**src/rtl/regfile_wb_buffer.sv**
```systemverilog
// Writeback merge buffer: folds up to two writebacks per cycle (MEM older, ALU younger) into the
// single regfile write port through an in-order FIFO, with a two-port bypass lookup for ID reads.
module regfile_wb_buffer #(
  parameter int unsigned DATA_W = 32,
  parameter int unsigned ADDR_W = 5,
  parameter int unsigned DEPTH  = 4
) (
  input  logic              clk,
  input  logic              rst,
  input  logic              mem_we_i,
  input  logic [ADDR_W-1:0] mem_waddr_i,
  input  logic [DATA_W-1:0] mem_wdata_i,
  input  logic              alu_we_i,
  input  logic [ADDR_W-1:0] alu_waddr_i,
  input  logic [DATA_W-1:0] alu_wdata_i,
  output logic              in_ready_o,
  output logic              overflow_o,
  output logic              rf_we_o,
  output logic [ADDR_W-1:0] rf_waddr_o,
  output logic [DATA_W-1:0] rf_wdata_o,
  input  logic [ADDR_W-1:0] q1_addr_i,
  output logic              q1_hit_o,
  output logic [DATA_W-1:0] q1_data_o,
  input  logic [ADDR_W-1:0] q2_addr_i,
  output logic              q2_hit_o,
  output logic [DATA_W-1:0] q2_data_o
);

  localparam int unsigned PtrW = (DEPTH > 1) ? $clog2(DEPTH) : 1;
  localparam int unsigned CntW = PtrW + 1;

  logic [ADDR_W-1:0] addr_mem [DEPTH];
  logic [DATA_W-1:0] data_mem [DEPTH];

  logic [PtrW-1:0]   rd_ptr_q, rd_ptr_d, wr_ptr_q, wr_ptr_d;
  logic [CntW-1:0]   count_q, count_d;
  logic              ovf_q, ovf_d;
  logic              rf_we_q, rf_we_d;
  logic [ADDR_W-1:0] rf_waddr_q, rf_waddr_d;
  logic [DATA_W-1:0] rf_wdata_q, rf_wdata_d;

  logic              in_ready;
  logic              mem_req, alu_req, mem_acc, alu_acc;
  logic [1:0]        n_acc;
  logic [ADDR_W-1:0] first_a, second_a;
  logic [DATA_W-1:0] first_d, second_d;
  logic [1:0]        enq_n;
  logic [ADDR_W-1:0] enq_a [2];
  logic [DATA_W-1:0] enq_d [2];

  assign in_ready = (count_q <= CntW'(DEPTH - 2));
  // Writes to r0 are architecturally void, so they neither enqueue nor trip overflow.
  assign mem_req  = mem_we_i && (mem_waddr_i != '0);
  assign alu_req  = alu_we_i && (alu_waddr_i != '0);
  assign mem_acc  = mem_req && in_ready;
  assign alu_acc  = alu_req && in_ready;

  always_comb begin
    n_acc    = 2'(mem_acc) + 2'(alu_acc);
    first_a  = mem_acc ? mem_waddr_i : alu_waddr_i;
    first_d  = mem_acc ? mem_wdata_i : alu_wdata_i;
    second_a = alu_waddr_i;
    second_d = alu_wdata_i;
  end

  always_comb begin
    rd_ptr_d   = rd_ptr_q;
    wr_ptr_d   = wr_ptr_q;
    count_d    = count_q;
    rf_we_d    = 1'b0;
    rf_waddr_d = rf_waddr_q;
    rf_wdata_d = rf_wdata_q;
    enq_n      = 2'd0;
    enq_a[0]   = first_a;
    enq_d[0]   = first_d;
    enq_a[1]   = second_a;
    enq_d[1]   = second_d;
    ovf_d      = ovf_q | (!in_ready && (mem_req || alu_req));

    if (count_q != '0) begin
      rf_we_d    = 1'b1;
      rf_waddr_d = addr_mem[rd_ptr_q];
      rf_wdata_d = data_mem[rd_ptr_q];
      rd_ptr_d   = rd_ptr_q + 1'b1;
      enq_n      = n_acc;
      count_d    = count_q + CntW'(n_acc) - 1'b1;
    end else if (n_acc != 2'd0) begin
      // Empty FIFO: the oldest push bypasses straight to the write port.
      rf_we_d    = 1'b1;
      rf_waddr_d = first_a;
      rf_wdata_d = first_d;
      enq_n      = n_acc - 2'd1;
      enq_a[0]   = second_a;
      enq_d[0]   = second_d;
      count_d    = CntW'(n_acc - 2'd1);
    end
    wr_ptr_d = wr_ptr_q + PtrW'(enq_n);
  end

  always_ff @(posedge clk) begin
    if (rst) begin
      rd_ptr_q   <= '0;
      wr_ptr_q   <= '0;
      count_q    <= '0;
      ovf_q      <= 1'b0;
      rf_we_q    <= 1'b0;
      rf_waddr_q <= '0;
      rf_wdata_q <= '0;
    end else begin
      rd_ptr_q   <= rd_ptr_d;
      wr_ptr_q   <= wr_ptr_d;
      count_q    <= count_d;
      ovf_q      <= ovf_d;
      rf_we_q    <= rf_we_d;
      rf_waddr_q <= rf_waddr_d;
      rf_wdata_q <= rf_wdata_d;
    end
  end

  // Storage needs no reset: only entries covered by count_q are ever observed.
  always_ff @(posedge clk) begin
    if (!rst) begin
      if (enq_n != 2'd0) begin
        addr_mem[wr_ptr_q] <= enq_a[0];
        data_mem[wr_ptr_q] <= enq_d[0];
      end
      if (enq_n == 2'd2) begin
        addr_mem[wr_ptr_q + 1'b1] <= enq_a[1];
        data_mem[wr_ptr_q + 1'b1] <= enq_d[1];
      end
    end
  end

  logic [ADDR_W-1:0] q_addr [2];
  logic              q_hit  [2];
  logic [DATA_W-1:0] q_data [2];
  logic [PtrW-1:0]   idx;

  assign q_addr[0] = q1_addr_i;
  assign q_addr[1] = q2_addr_i;

  // Oldest-to-youngest scan with overwrite, so the youngest pending match wins.
  always_comb begin
    idx = '0;
    for (int p = 0; p < 2; p++) begin
      q_hit[p]  = 1'b0;
      q_data[p] = '0;
      if (q_addr[p] != '0) begin
        if (rf_we_q && (rf_waddr_q == q_addr[p])) begin
          q_hit[p]  = 1'b1;
          q_data[p] = rf_wdata_q;
        end
        for (int i = 0; i < DEPTH; i++) begin
          idx = rd_ptr_q + PtrW'(i);
          if ((CntW'(i) < count_q) && (addr_mem[idx] == q_addr[p])) begin
            q_hit[p]  = 1'b1;
            q_data[p] = data_mem[idx];
          end
        end
      end
    end
  end

  assign in_ready_o = in_ready;
  assign overflow_o = ovf_q;
  assign rf_we_o    = rf_we_q;
  assign rf_waddr_o = rf_waddr_q;
  assign rf_wdata_o = rf_wdata_q;
  assign q1_hit_o   = q_hit[0];
  assign q1_data_o  = q_data[0];
  assign q2_hit_o   = q_hit[1];
  assign q2_data_o  = q_data[1];

endmodule

```
**config.mk**
```make
export PLATFORM = sky130hd
export DESIGN_NAME = regfile_wb_buffer
export DESIGN_NICKNAME = d
export VERILOG_FILES = /design/src/rtl/regfile_wb_buffer.sv
export SDC_FILE = /design/constraint.sdc
export NUM_CORES = 1
export LEC_CHECK = 0
export ABC_CLOCK_PERIOD_IN_PS = 9750
export CAP_MARGIN = 20
export CELL_PAD_IN_SITES_DETAIL_PLACEMENT = 0
export CELL_PAD_IN_SITES_GLOBAL_PLACEMENT = 1
export CORE_MARGIN = 2
export CORE_UTILIZATION = 46
export DETAILED_ROUTE_END_ITERATION = 10
export PLACE_DENSITY = 0.89
export SLEW_MARGIN = 0
export SYNTH_ARGS = -nofsm -noshare
export SYNTH_HDL_FRONTEND = slang
export SYNTH_SLANG_ARGS = --single-unit
```
**constraint.sdc**
```tcl
create_clock -name clk -period 9.75 [get_ports clk]
set_clock_uncertainty 0.1 [all_clocks]
set_input_delay 2.925 -clock clk [delete_from_list [all_inputs] [get_ports clk]]
set_output_delay 2.925 -clock clk [all_outputs]
set_load 0.005 [all_outputs]
```
==> impl_metrics.env, run 1 <==
export IMPL_synth_top_area_share_pct=27.99
export IMPL_dieArea_um2=36010
export IMPL_core_area_um2=34290
export IMPL_grt_pass1_wl_um=79210
export IMPL_critical_path_required_ns=6.73
export IMPL_stdcell_count=1898
export IMPL_yosys_register_bits=196
export IMPL_period_share_pct=95.51
export IMPL_ios=194
export IMPL_grt_overflow=0
export IMPL_start_util_pct=46.30
export IMPL_cellLeakagePower_nw=5.795
export IMPL_worstSetupStartpointType="input port"
export IMPL_run_status="complete, no violations"
export IMPL_finalPower_mw=4.717
export IMPL_path_max_fanout=17
export IMPL_nNetsFinal=1526
export IMPL_synth_edf_count=148
export IMPL_yosysSeqAreaShare_pct=34.05
export IMPL_pwr_density_cell_nw_per_um2=252.8
export IMPL_die_height_um=189.8
export IMPL_cpMostUsedCell="clkdlybuf4s50_1"
export IMPL_clock_path_buffers=2
export IMPL_netSwitchingFraction_pct=40.30
export IMPL_wl_per_cell_um=27.86
export IMPL_vias=13130
export IMPL_p_sw_mw=1.901
export IMPL_die_w_um=189.8
export IMPL_syn_num_nets=1408
export IMPL_ctsHoldBuffers=0
export IMPL_cts_resized=0
export IMPL_fmax_ghz=0.1074
export IMPL_setup_viol=0
export IMPL_syn_inst=1312
export IMPL_crit_chain="clkdlybuf4s50_1 -> xor2_1 -> nor4_1 -> nand3_1 -> o21ba_2 -> buf_4 -> a221oi_2 -> o31ai_1 -> clkdlybuf4s50_1"
export IMPL_final_antenna_net_count=0
export IMPL_worstReg2RegStart="count_q[2]"
export IMPL_cts_root_buf="clkbuf_16"
export IMPL_cap_violations=0
export IMPL_intPower_mw=2.816
export IMPL_yosysTopAreaCell="edfxtp_1"
export IMPL_grt_pass1_vias=13180
export IMPL_place_ws_ns=0.4812
export IMPL_crit_slowest_cell="o21ba_2"
export IMPL_crit_type="input port to output port"
export IMPL_gp_congestion=0.9331
export IMPL_pwr_share_clk_pct=15.3
export IMPL_h_tree_depth=4
export IMPL_dr_wl_met3_um=5838
export IMPL_design_area_um2=18660
export IMPL_worst_pin_slew_ns=1.077
export IMPL_avgSynthCellArea_um2=12.10
export IMPL_dp_cells=1865
export IMPL_dpl_cell_area_um2=18050
export IMPL_vias_per_cell=6.919
export IMPL_finalHoldViolCount=0
export IMPL_slew_headroom_pct=28.05
export IMPL_syn_area_um2=15880
export IMPL_wl_met2_um=25810
export IMPL_grtUsageTotal_pct=29.17
export IMPL_synth_distinct_cells=56
export IMPL_cts_buffers=17
export IMPL_cp_num_buf_inv=3
export IMPL_r2r_setup_slack_ns=5.12
export IMPL_end_kind="output port"
export IMPL_port_buffers=193
export IMPL_antenna_cells=0
export IMPL_path_delay_family="buffers and inverters"
export IMPL_drive_gt1_share_pct=29.18
export IMPL_first_pass_iters=7
export IMPL_netlist_top_cells_area="edfxtp_1, mux4_2, mux2_2, dfxtp_1, a32oi_1"
export IMPL_clock_latency_ns=0.44
export IMPL_period_minus_slack_ns=9.313
export IMPL_route_detailed_drc=0
export IMPL_hold_ws_ns=0.3807
export IMPL_layout_core_utilization_pct=54.42
export IMPL_grt_max_degree=77
export IMPL_routed_wl_um=52880
export IMPL_holdPathEnd="overflow_o"
export IMPL_layout_area_overhead_vs_synth_pct=17.53
export IMPL_hold_class="flip-flop to flip-flop"
export IMPL_dpl_hpwl_um=34180
export IMPL_r2r_end="data_mem[2][20]"
export IMPL_synthArstFlopShare_pct=0
export IMPL_synth_flop_cell="edfxtp_1"
export IMPL_ys_warn_count=0
export IMPL_rsz0062_at_grt="no"
export IMPL_slowest_delay_ns=0.69
export IMPL_drt_iter0_markers=1660
export IMPL_reg2reg_depth=8
export IMPL_drt_met1_wl_um=19470
export IMPL_cts_tree="done"
export IMPL_post_cts_buffers=0
export IMPL_antenna_found_initial=0
export IMPL_p_comb_share_pct=54.2
export IMPL_num_rows=68
export IMPL_finalMaxSlewViolations=0
export IMPL_min_from="overflow_o"
export IMPL_top_layer="met4"
export IMPL_peakVddDrop_uv=200.3
export IMPL_p_seq_share_pct=30.5
export IMPL_setup_slack_ns=0.4373
export IMPL_clock_sinks=196
export IMPL_hold_depth=2
export IMPL_fin_setup_tns_ns=0
export IMPL_worstPathArrival_ns=6.29
export IMPL_clk_pin_slew_worst_paths_ns=0.07
cell usage in the layout (no fill, tap or decap), types with 9 or more instances in the layout:
cell and n:
inv_1 11, mux2_2 108, mux2_1 40, a21oi_1 44
mux2i_1 40, a221oi_1 55, a221oi_2 9, clkdlybuf4s50_1 192
nand2_1 56, xnor2_1 24, o31ai_2 9, or2_2 34
and2_1 33, xor2_1 31, nor2_1 110, a32oi_1 64
buf_4 44, mux4_2 148, o31ai_1 55, edfxtp_1 148
clkbuf_16 17, dfxtp_1 44, o21ai_0 40
power groups by stage:
stage | combinational, mW | sequential [mW] | clock [mW]
6_report | 2.56 | 1.44 | 0.723
3_3_place_gp | 2.43 | 1.46 | 0
3_5_place_dp | 2.47 | 1.49 | 0
2_1_floorplan | 1.86 | 1.31 | 0
4_1_cts | 2.48 | 1.47 | 0.725
5_1_grt | 2.71 | 1.47 | 0.754
flip-flops by register name, indices dropped and copies added (netlist names), named ones only:
register,flops
addr_mem,20
count_q,3
data_mem,128
overflow_o,1
rd_ptr_q,2
rf_waddr_o,5
rf_wdata_o,32
rf_we_o,1
wr_ptr_q,2
cell type report:
| cell class | instances | area [um2] |
|---|---|---|
| fill | 2819 | 15630 |
| multi-input combinational | 963 | 9741 |
| sequential | 196 | 5415 |
| timing repair buffer | 239 | 2305 |
| tap | 455 | 569.3 |
| clock buffer | 18 | 429.2 |
| clock inverter | 14 | 150.1 |
| inverter | 13 | 48.80 |
metal layers:
metal,vias up,track usage (%)
li1,5537,-
met1,6485,37.00
met2,955,49.39
met3,155,6.087
met4,0,10.82
met5,-,0
worst reg2reg max path: stages (launching register included):
cell and delay, ns:
dfxtp_1 0.41, nor3_4 0.83, buf_4 0.58, mux2i_1 0.40, clkinv_1 0.26, nor3b_4 0.39, mux2i_1 0.18, nor2_4 0.84
buf_4 0.33
Yosys cell counts (11+ instances only):
library cell  number
a21oi_1           44
xnor2_1           24
mux2_1            40
buf_2             47
clkbuf_1          48
and2_1            33
nor2_1           113
mux2i_1           40
mux4_2           148
a221oi_1          55
or2_2             33
inv_1             11
mux2_2           108
dfxtp_1           48
edfxtp_1         148
o31ai_1           55
buf_4             22
buf_6             13
a32oi_1           64
xor2_1            31
o21ai_0           40
nand2_1           56
kinds of logic (layout without fill, tap and decap cells):
logic type,Yosys count,count (layout),synth area share [%]
xor+xnor,55,55,3.034
flops,196,196,34.05
buf+inv,153,284,5.131
simple gates,274,274,8.662
mux,336,336,34.02
compound gates,290,290,14.48
fa+ha+maj,8,8,0.6305
worst max path at each step:
stage / startpoint / to / slack (ns) / cells after the start
after global routing: q2_addr_i[2] / q2_data_o[16] / 0.31 / 9
after CTS: q2_addr_i[3] / q2_data_o[16] / 0.48 / 9
after floorplan: mem_waddr_i[0] / addr_mem[1][0] / 1.87 / 10
after global placement: q2_addr_i[0] / q2_hit_o / 0.52 / 8
final: q2_addr_i[3] / q2_data_o[22] / 0.44 / 9
after detailed placement: q2_addr_i[3] / q2_data_o[16] / 0.48 / 9
Note: power is estimated with default switching activity, not from simulation.
==> inputs of run 2 (changes only) <==
==> constraint.sdc (replaced) <==
create_clock -name clk -period 9.75 [get_ports clk]
set_clock_uncertainty 0.1 [all_clocks]
set_input_delay 0.975 -clock clk [delete_from_list [all_inputs] [get_ports clk]]
set_output_delay 0.975 -clock clk [all_outputs]
set_load 0.005 [all_outputs]
==> run 2 against run 1 <==
Effect of this change: clock power up 5.5%; flip-flop and latch count unchanged; die area unchanged; highest routed layer unchanged.
==> impl_metrics.env, run 2 (synthesis results as in run 1) <==
export IMPL_layout_core_utilization_pct=54.28
export IMPL_clk_pin_slew_worst_paths_ns=0.08
export IMPL_core_area_um2=34290
export IMPL_ios=194
export IMPL_largest_register_ffs=128
export IMPL_clock_latency_ns=0.44
export IMPL_crit_slowest_cell="dfxtp_4"
export IMPL_grtUsageTotal_pct=28.98
export IMPL_finalHoldViolCount=0
export IMPL_place_ws_ns=4.080
export IMPL_slew_headroom_pct=25.68
export IMPL_cellLeakagePower_nw=5.759
export IMPL_start_util_pct=46.30
export IMPL_final_antenna_net_count=0
export IMPL_port_buffers=193
export IMPL_period_minus_slack_ns=6.242
export IMPL_dpl_hpwl_um=33120
export IMPL_route_detailed_drc=0
export IMPL_regMostFlops="data_mem"
export IMPL_cts_tree="done"
export IMPL_routed_wl_um=52350
export IMPL_setup_slack_ns=3.508
export IMPL_h_tree_depth=4
export IMPL_fin_setup_tns_ns=0
export IMPL_pwr_density_cell_nw_per_um2=255.0
export IMPL_antenna_found_initial=0
export IMPL_final_common_cell="clkdlybuf4s50_1"
export IMPL_crit_chain="mux4_2 -> xnor2_1 -> nand4_1 -> or2_2 -> o211ai_4 -> buf_4 -> o31ai_1 -> clkdlybuf4s50_1"
export IMPL_vias_per_cell=6.999
export IMPL_nNetsFinal=1511
export IMPL_grt_pass1_wl_um=79210
export IMPL_hold_ws_ns=0.3840
export IMPL_post_cts_buffers=0
export IMPL_setup_viol=0
export IMPL_first_pass_iters=6
export IMPL_layout_area_overhead_vs_synth_pct=17.23
export IMPL_clock_path_buffers=2
export IMPL_fmax_ghz=0.1602
export IMPL_dieArea_um2=36010
export IMPL_drive_gt1_share_pct=28.57
export IMPL_grt_pass1_vias=13450
export IMPL_wl_per_cell_um=27.80
export IMPL_path_max_fanout=65
export IMPL_die_height_um=189.8
export IMPL_crit_type="flip-flop to output port"
export IMPL_hold_class="flip-flop to flip-flop"
export IMPL_clock_sinks=196
export IMPL_die_w_um=189.8
export IMPL_grt_overflow=0
export IMPL_end_kind="output port"
export IMPL_cp_num_buf_inv=2
export IMPL_cts_buffers=17
export IMPL_path_delay_family="flip-flops"
export IMPL_grt_max_degree=77
export IMPL_slowest_delay_ns=0.98
export IMPL_cts_resized=0
export IMPL_num_rows=68
export IMPL_peakVddDrop_uv=171.5
export IMPL_rsz0062_at_grt="no"
export IMPL_run_status="complete, no violations"
export IMPL_worstSetupStartpointType="flip-flop"
export IMPL_drt_iter0_markers=1696
export IMPL_antenna_cells=0
export IMPL_period_share_pct=64.02
export IMPL_ctsHoldBuffers=0
export IMPL_finalMaxSlewViolations=0
export IMPL_worstPathArrival_ns=5.17
export IMPL_vias=13180
export IMPL_gp_congestion=0.9240
export IMPL_fill_cells=2802
export IMPL_cts_root_buf="clkbuf_16"
export IMPL_final_cell_mix="clkdlybuf4s50_1, mux4_2, edfxtp_1"
export IMPL_worst_pin_slew_ns=1.115
export IMPL_critical_path_required_ns=8.68
export IMPL_cap_violations=0
==> run 2: power breakdown <==
part | internal [mW] | total [mW] | switching (mW)
registers | 1.16 | 1.45 | 0.288
clock network | 0.417 | 0.763 | 0.345
logic | 1.27 | 2.53 | 1.26
==> run 2: final cells by class <==
cell class              count  area [um2]  area share, %
flip-flops and latches    196        5415          29.10
inverters                  13       48.80         0.2622
multi-input cells         963        9741          52.34
clock inverters            13       168.9         0.9076
repair buffers            224        2225          11.95
well taps                 455       569.3          3.059
clock buffers              19       442.9          2.380
==> run 2: path summary, 6_finish.rpt <==
kind	startpoint	endpoint	slack, ns	depth (start not counted)
worst min-delay path	overflow_o	overflow_o	0.38	2
worst min register to register	overflow_o	overflow_o	0.38	2
worst max register to register	count_q[2]	data_mem[2][23]	5.42	12
worst max-delay path	rd_ptr_q[1]	q2_data_o[29]	3.51	8
==> run 2: routing by layer <==
layer	share of wire (%)	track usage, %
met3	11	5.663
met4	3.7	11.90
met2	50	49.76
met5	0	0
met1	36	35.94
==> run 2: tightest hold or removal path, cell delays in order (launching register included) <==
cell,delay [ns]
dfxtp_1,0.34
nor2_1,0.05
nor2_1,0.07
==> run 2: per-stage QoR <==
step / area [um2] / power (mW) / cells
floorplan: 15880 / 3.176 / 1312
global placement: 17900 / 3.851 / 1847
detailed placement: 17950 / 3.941 / 1849
CTS: 18560 / 4.700 / 1881
global route: 18610 / 4.971 / 1883
finish: 18610 / 4.746 / 1883
==> inputs of run 3 (changes only) <==
--- a/config.mk
+++ b/config.mk
@@ -5,7 +5,7 @@
 export SDC_FILE = /design/constraint.sdc
 export NUM_CORES = 1
 export LEC_CHECK = 0
-export ABC_CLOCK_PERIOD_IN_PS = 9750
+export ABC_CLOCK_PERIOD_IN_PS = 5800
 export CAP_MARGIN = 20
 export CELL_PAD_IN_SITES_DETAIL_PLACEMENT = 0
 export CELL_PAD_IN_SITES_GLOBAL_PLACEMENT = 1
==> constraint.sdc (replaced) <==
create_clock -name clk -period 5.8 [get_ports clk]
set_clock_uncertainty 0.1 [all_clocks]
set_input_delay 0.58 -clock clk [delete_from_list [all_inputs] [get_ports clk]]
set_output_delay 0.58 -clock clk [all_outputs]
set_load 0.005 [all_outputs]
==> run 3 against run 2 <==
Effect of this change: global-route usage grew 0.070 points; critical path depth is the same; via count shrank 0.20%; cell count grew 0.32%; register-to-register slack lost 3.6 ns; flip-flop and latch count is the same; largest cell class unchanged.
==> impl_metrics.env, run 3 (synthesis results as in run 1) <==
export IMPL_grtUsageTotal_pct=29.05
export IMPL_grt_pass1_wl_um=79130
export IMPL_crit_start="rd_ptr_q[0]"
export IMPL_dieArea_um2=36010
export IMPL_wl_per_cell_um=27.65
export IMPL_core_area_um2=34290
export IMPL_vias_per_cell=6.962
export IMPL_num_rows=68
export IMPL_r2r_setup_slack_ns=1.78
export IMPL_worstReg2RegStart="count_q[2]"
export IMPL_period_minus_slack_ns=5.257
export IMPL_pwr_density_cell_nw_per_um2=424.3
export IMPL_critical_path_required_ns=5.12
export IMPL_final_antenna_net_count=0
export IMPL_drt_iter0_markers=1426
export IMPL_die_w_um=189.8
export IMPL_slew_headroom_pct=24.29
export IMPL_fmax_ghz=0.1902
export IMPL_nNetsFinal=1517
export IMPL_port_buffers=193
export IMPL_stdcell_count=1889
export IMPL_dp_cells=1856
export IMPL_dpl_hpwl_um=34100
export IMPL_final_cell_mix="clkdlybuf4s50_1, mux4_2, edfxtp_1"
export IMPL_antenna_cells=0
export IMPL_clock_latency_ns=0.45
export IMPL_die_height_um=189.8
export IMPL_finalHoldViolCount=0
export IMPL_h_tree_depth=4
export IMPL_layout_area_overhead_vs_synth_pct=17.23
export IMPL_cap_violations=0
export IMPL_cts_resized=0
export IMPL_post_cts_buffers=0
export IMPL_clk_pin_slew_worst_paths_ns=0.08
export IMPL_crit_type="flip-flop to output port"
export IMPL_peakVddDrop_uv=320.8
export IMPL_cts_buffers=17
export IMPL_setup_viol=0
export IMPL_gp_congestion=0.8992
export IMPL_start_util_pct=46.30
export IMPL_cellLeakagePower_nw=5.761
export IMPL_final_common_cell="clkdlybuf4s50_1"
export IMPL_regMostFlops="data_mem"
export IMPL_layout_core_utilization_pct=54.28
export IMPL_worst_pin_slew_ns=1.136
export IMPL_finalMaxSlewViolations=0
export IMPL_drive_gt1_share_pct=28.87
export IMPL_path_max_fanout=35
export IMPL_largest_register_ffs=128
export IMPL_r2r_end="addr_mem[0][4]"
export IMPL_grt_max_degree=77
export IMPL_hold_class="input port to flip-flop"
export IMPL_worstSetupStartpointType="flip-flop"
export IMPL_cts_root_buf="clkbuf_16"
export IMPL_cts_tree="done"
export IMPL_finalPower_mw=7.897
export IMPL_period_share_pct=90.63
export IMPL_reg2reg_depth=11
export IMPL_fin_setup_tns_ns=0
export IMPL_antenna_found_initial=0
export IMPL_end_kind="output port"
export IMPL_worstPathArrival_ns=4.58
export IMPL_grt_overflow=0
export IMPL_rsz0062_at_grt="no"
export IMPL_ios=194
export IMPL_clock_sinks=196
export IMPL_route_detailed_drc=0
export IMPL_ctsHoldBuffers=0
export IMPL_first_pass_iters=6
export IMPL_grt_pass1_vias=13260
export IMPL_vias=13150
export IMPL_routed_wl_um=52230
export IMPL_run_status="complete, no violations"
export IMPL_clock_path_buffers=2
export IMPL_critPathCapture="q2_data_o[21]"
run 3: stage by stage:
stage                     setup slack [ns]  hold slack (ns)  area, um2
after floorplan                     0.2693           0.3640      15880
after global placement              0.9010           0.3778      18000
after detailed placement            0.7966           0.3861      18000
after CTS                           0.6027           0.3827      18580
after global routing                0.3944           0.4062      18610
final                               0.5432           0.3977      18610
run 3: worst min path at each step:
stage                from           to  slack (ns)  cells after the start
4_1_cts               rst  wr_ptr_q[1]        0.38                      2
2_1_floorplan  overflow_o   overflow_o        0.36                      2
5_1_grt               rst  wr_ptr_q[1]        0.41                      2
6_report              rst  wr_ptr_q[1]        0.40                      2
3_3_place_gp   overflow_o   overflow_o        0.38                      2
3_5_place_dp   overflow_o   overflow_o        0.39                      2
run 3: worst max-delay path, cell delays in order, from the launching register on:
cell             delay [ns]
dfxtp_4                0.50
buf_4                  0.56
mux4_2                 0.64
xor2_1                 0.18
nor4_2                 0.30
and3b_2                0.87
a32oi_1                0.32
o31ai_1                0.17
clkdlybuf4s50_1        0.57
run 3: metal layers:
metal	share of wire [%]	GRT usage, %	routed length [um]
met5	0	0	0
met2	49	49.03	25680
met1	37	36.11	19410
met4	4.1	13.77	2159
met3	9.5	5.516	4977
run 3: area by class of cell:
cell class	instances	area, um2
well taps	455	569.3
flip-flops and latches	196	5415
clock buffers	19	442.9
inverters	13	48.80
fillers	2828	15680
clock inverters	13	143.9
repair buffers	230	2250
multi-input cells	963	9741
run 3: power breakdown:
part	switching (mW)	total (mW)	leakage, nW	internal (mW)
sequential	0.397	2.36	1.75	1.96
combinational	2.18	4.31	3.73	2.13
clock	0.610	1.23	0.283	0.622
total	3.19	7.90	5.76	4.71
==> variant, RTL diff (flow settings as in run 1) <==
Change the parameter `DATA_W` from 32 to 24.
--- a/src/rtl/regfile_wb_buffer.sv
+++ b/src/rtl/regfile_wb_buffer.sv
@@ -1,7 +1,7 @@
 // Writeback merge buffer: folds up to two writebacks per cycle (MEM older, ALU younger) into the
 // single regfile write port through an in-order FIFO, with a two-port bypass lookup for ID reads.
 module regfile_wb_buffer #(
-  parameter int unsigned DATA_W = 32,
+  parameter int unsigned DATA_W = 24,
   parameter int unsigned ADDR_W = 5,
   parameter int unsigned DEPTH  = 4
 ) (
Ports: changed (5 resized); port bits go from 194 to 154. No check against the original RTL was run, so the function may have changed too.
==> variant against run 1 <==
  * Sequential power decreased by 19%
  * Setup slack worse by 52 ps
  * Power is 14% lower
  * Final area decreased by 17%
  * Routed wire length is 12% lower
  * Via count shrank 14%
  * Synthesized area decreased by 18%
  * Register-to-register slack improved by 580 ps
  * Non-clock buffer count fell by 44
  * Sequential cell count is 40 lower
  * Critical path type unchanged
  * Largest cell class unchanged
  * Largest power group unchanged
==> variant: results (changes against run 1) <==
{| class="wikitable"
! Metric !! Value
|-
| WP data arrival || 6340 ps (+50 ps)
|-
| # clk buffers || 19 (+1)
|-
| Seq cells post-synth || 156 (-20%)
|-
| Area of combinational cells with multiple inputs || 8130 sq um (-17%)
|-
| WL final || 46400 microns (-12%)
|-
| Number of enable flip-flop cells after synthesis || 116 (-22%)
|-
| DP HPWL || 29200 microns (-15%)
|-
| Critical Path Sink || q1_data_o[15]
|-
| Flip-flop count of the largest register, all copies and words added || 96 (-25%)
|-
| Global-route wire length before repair || 68000 microns (-14%)
|-
| Ranking of synthesized cells by area || sky130_fd_sc_hd__edfxtp_1 (27%), sky130_fd_sc_hd__mux4_2 (20%), sky130_fd_sc_hd__mux2_2 (9.3%)
|-
| Layout filler cell count || 2354 (-16%)
|-
| Max stage delay cell, worst path || sky130_fd_sc_hd__a21oi_4
|-
| Minimum setup slack among reg-to-reg paths || 5700 ps (+580 ps)
|-
| Routability cong. || 0.890 (-4.6%)
|-
| Final-layout clock-cell area share || 3.73% (+0.63 points)
|-
| Core box area || 27900 sq um (-19%)
|-
| Seq area share || 27.9% (-1.2 points)
|-
| Proportion of power drawn by flip-flops and latches || 28.8% (-1.7 points)
|-
| Peak Freq || 107 MHz (-0.56%)
|-
| Most frequent cells after synthesis || sky130_fd_sc_hd__edfxtp_1 (116), sky130_fd_sc_hd__mux4_2 (115), sky130_fd_sc_hd__mux2_2 (107), sky130_fd_sc_hd__nor2_1 (85), sky130_fd_sc_hd__nand2_1 (58)
|-
| Placed cell areas || 14800 sq um (-18%)
|-
| Peak fanout along the critical path || 13 (-4)
|-
| Worst slack at placement || 222 ps (-259 ps)
|-
| Worst vdd ir || 129 uV (-36%)
|-
| Total routing usage reported by global routing || 31.2% (+2.0 points)
|-
| Nonclk inv count || 18 (+5)
|-
| Placed Instances || 1569 (-16%)
|-
| LEAKAGE || 4.97 nW (-14%)
|-
| Pin count of the biggest net entering global routing || 66 (-14%)
|-
| Status || finished, final reports clean
|-
| Antenna violations before repair || 4 (+4)
|-
| Start point of the critical path || q1_addr_i[2]
|-
| Clock group power || 0.671 mW (-7.2%)
|-
| Cell count after synthesis || 1112 (-15%)
|-
| Router iterations before antenna repair || 6 (-1)
|-
| Port Buffers || 153 (-21%)
|}
[variant: cell types whose count changed after synthesis, sizes merged, moves of 17 or more]
cell	change
mux4	-32
and3	+20
buf	-17
edfxtp	-32
nor2	-27
mux2	-31
[variant: kinds of logic (layout without fill, tap and decap cells)]
group | after synthesis | after routing | synth area share, %
multiplexers | 274 | 274 | 33.4
buffers and inverters | 133 | 245 | 5.45
adder cells (fa/ha/maj) | 8 | 8 | 0.769
AND/OR/NAND/NOR | 256 | 256 | 9.97
AO/OA/AOI/OAI | 229 | 230 | 13.6
other | 0 | 1 | 0
flip-flops | 156 | 156 | 32.9
XOR/XNOR | 56 | 56 | 3.88
[variant: per-layer routing]
metal	track usage (%)	part of all wire [%]	up-vias
met5	0	0.062	-
met4	12.6	4.1	4
met3	8.79	14	188
met2	49.2	46	947
met1	40.7	36	5503
li1	-	-	4641
[variant: repair_timing]
action / CTS / global route
endpoints found under the setup margin: 0 / 1
buffers inserted: 0 / 0
endpoints found under the hold margin: 0 / 0
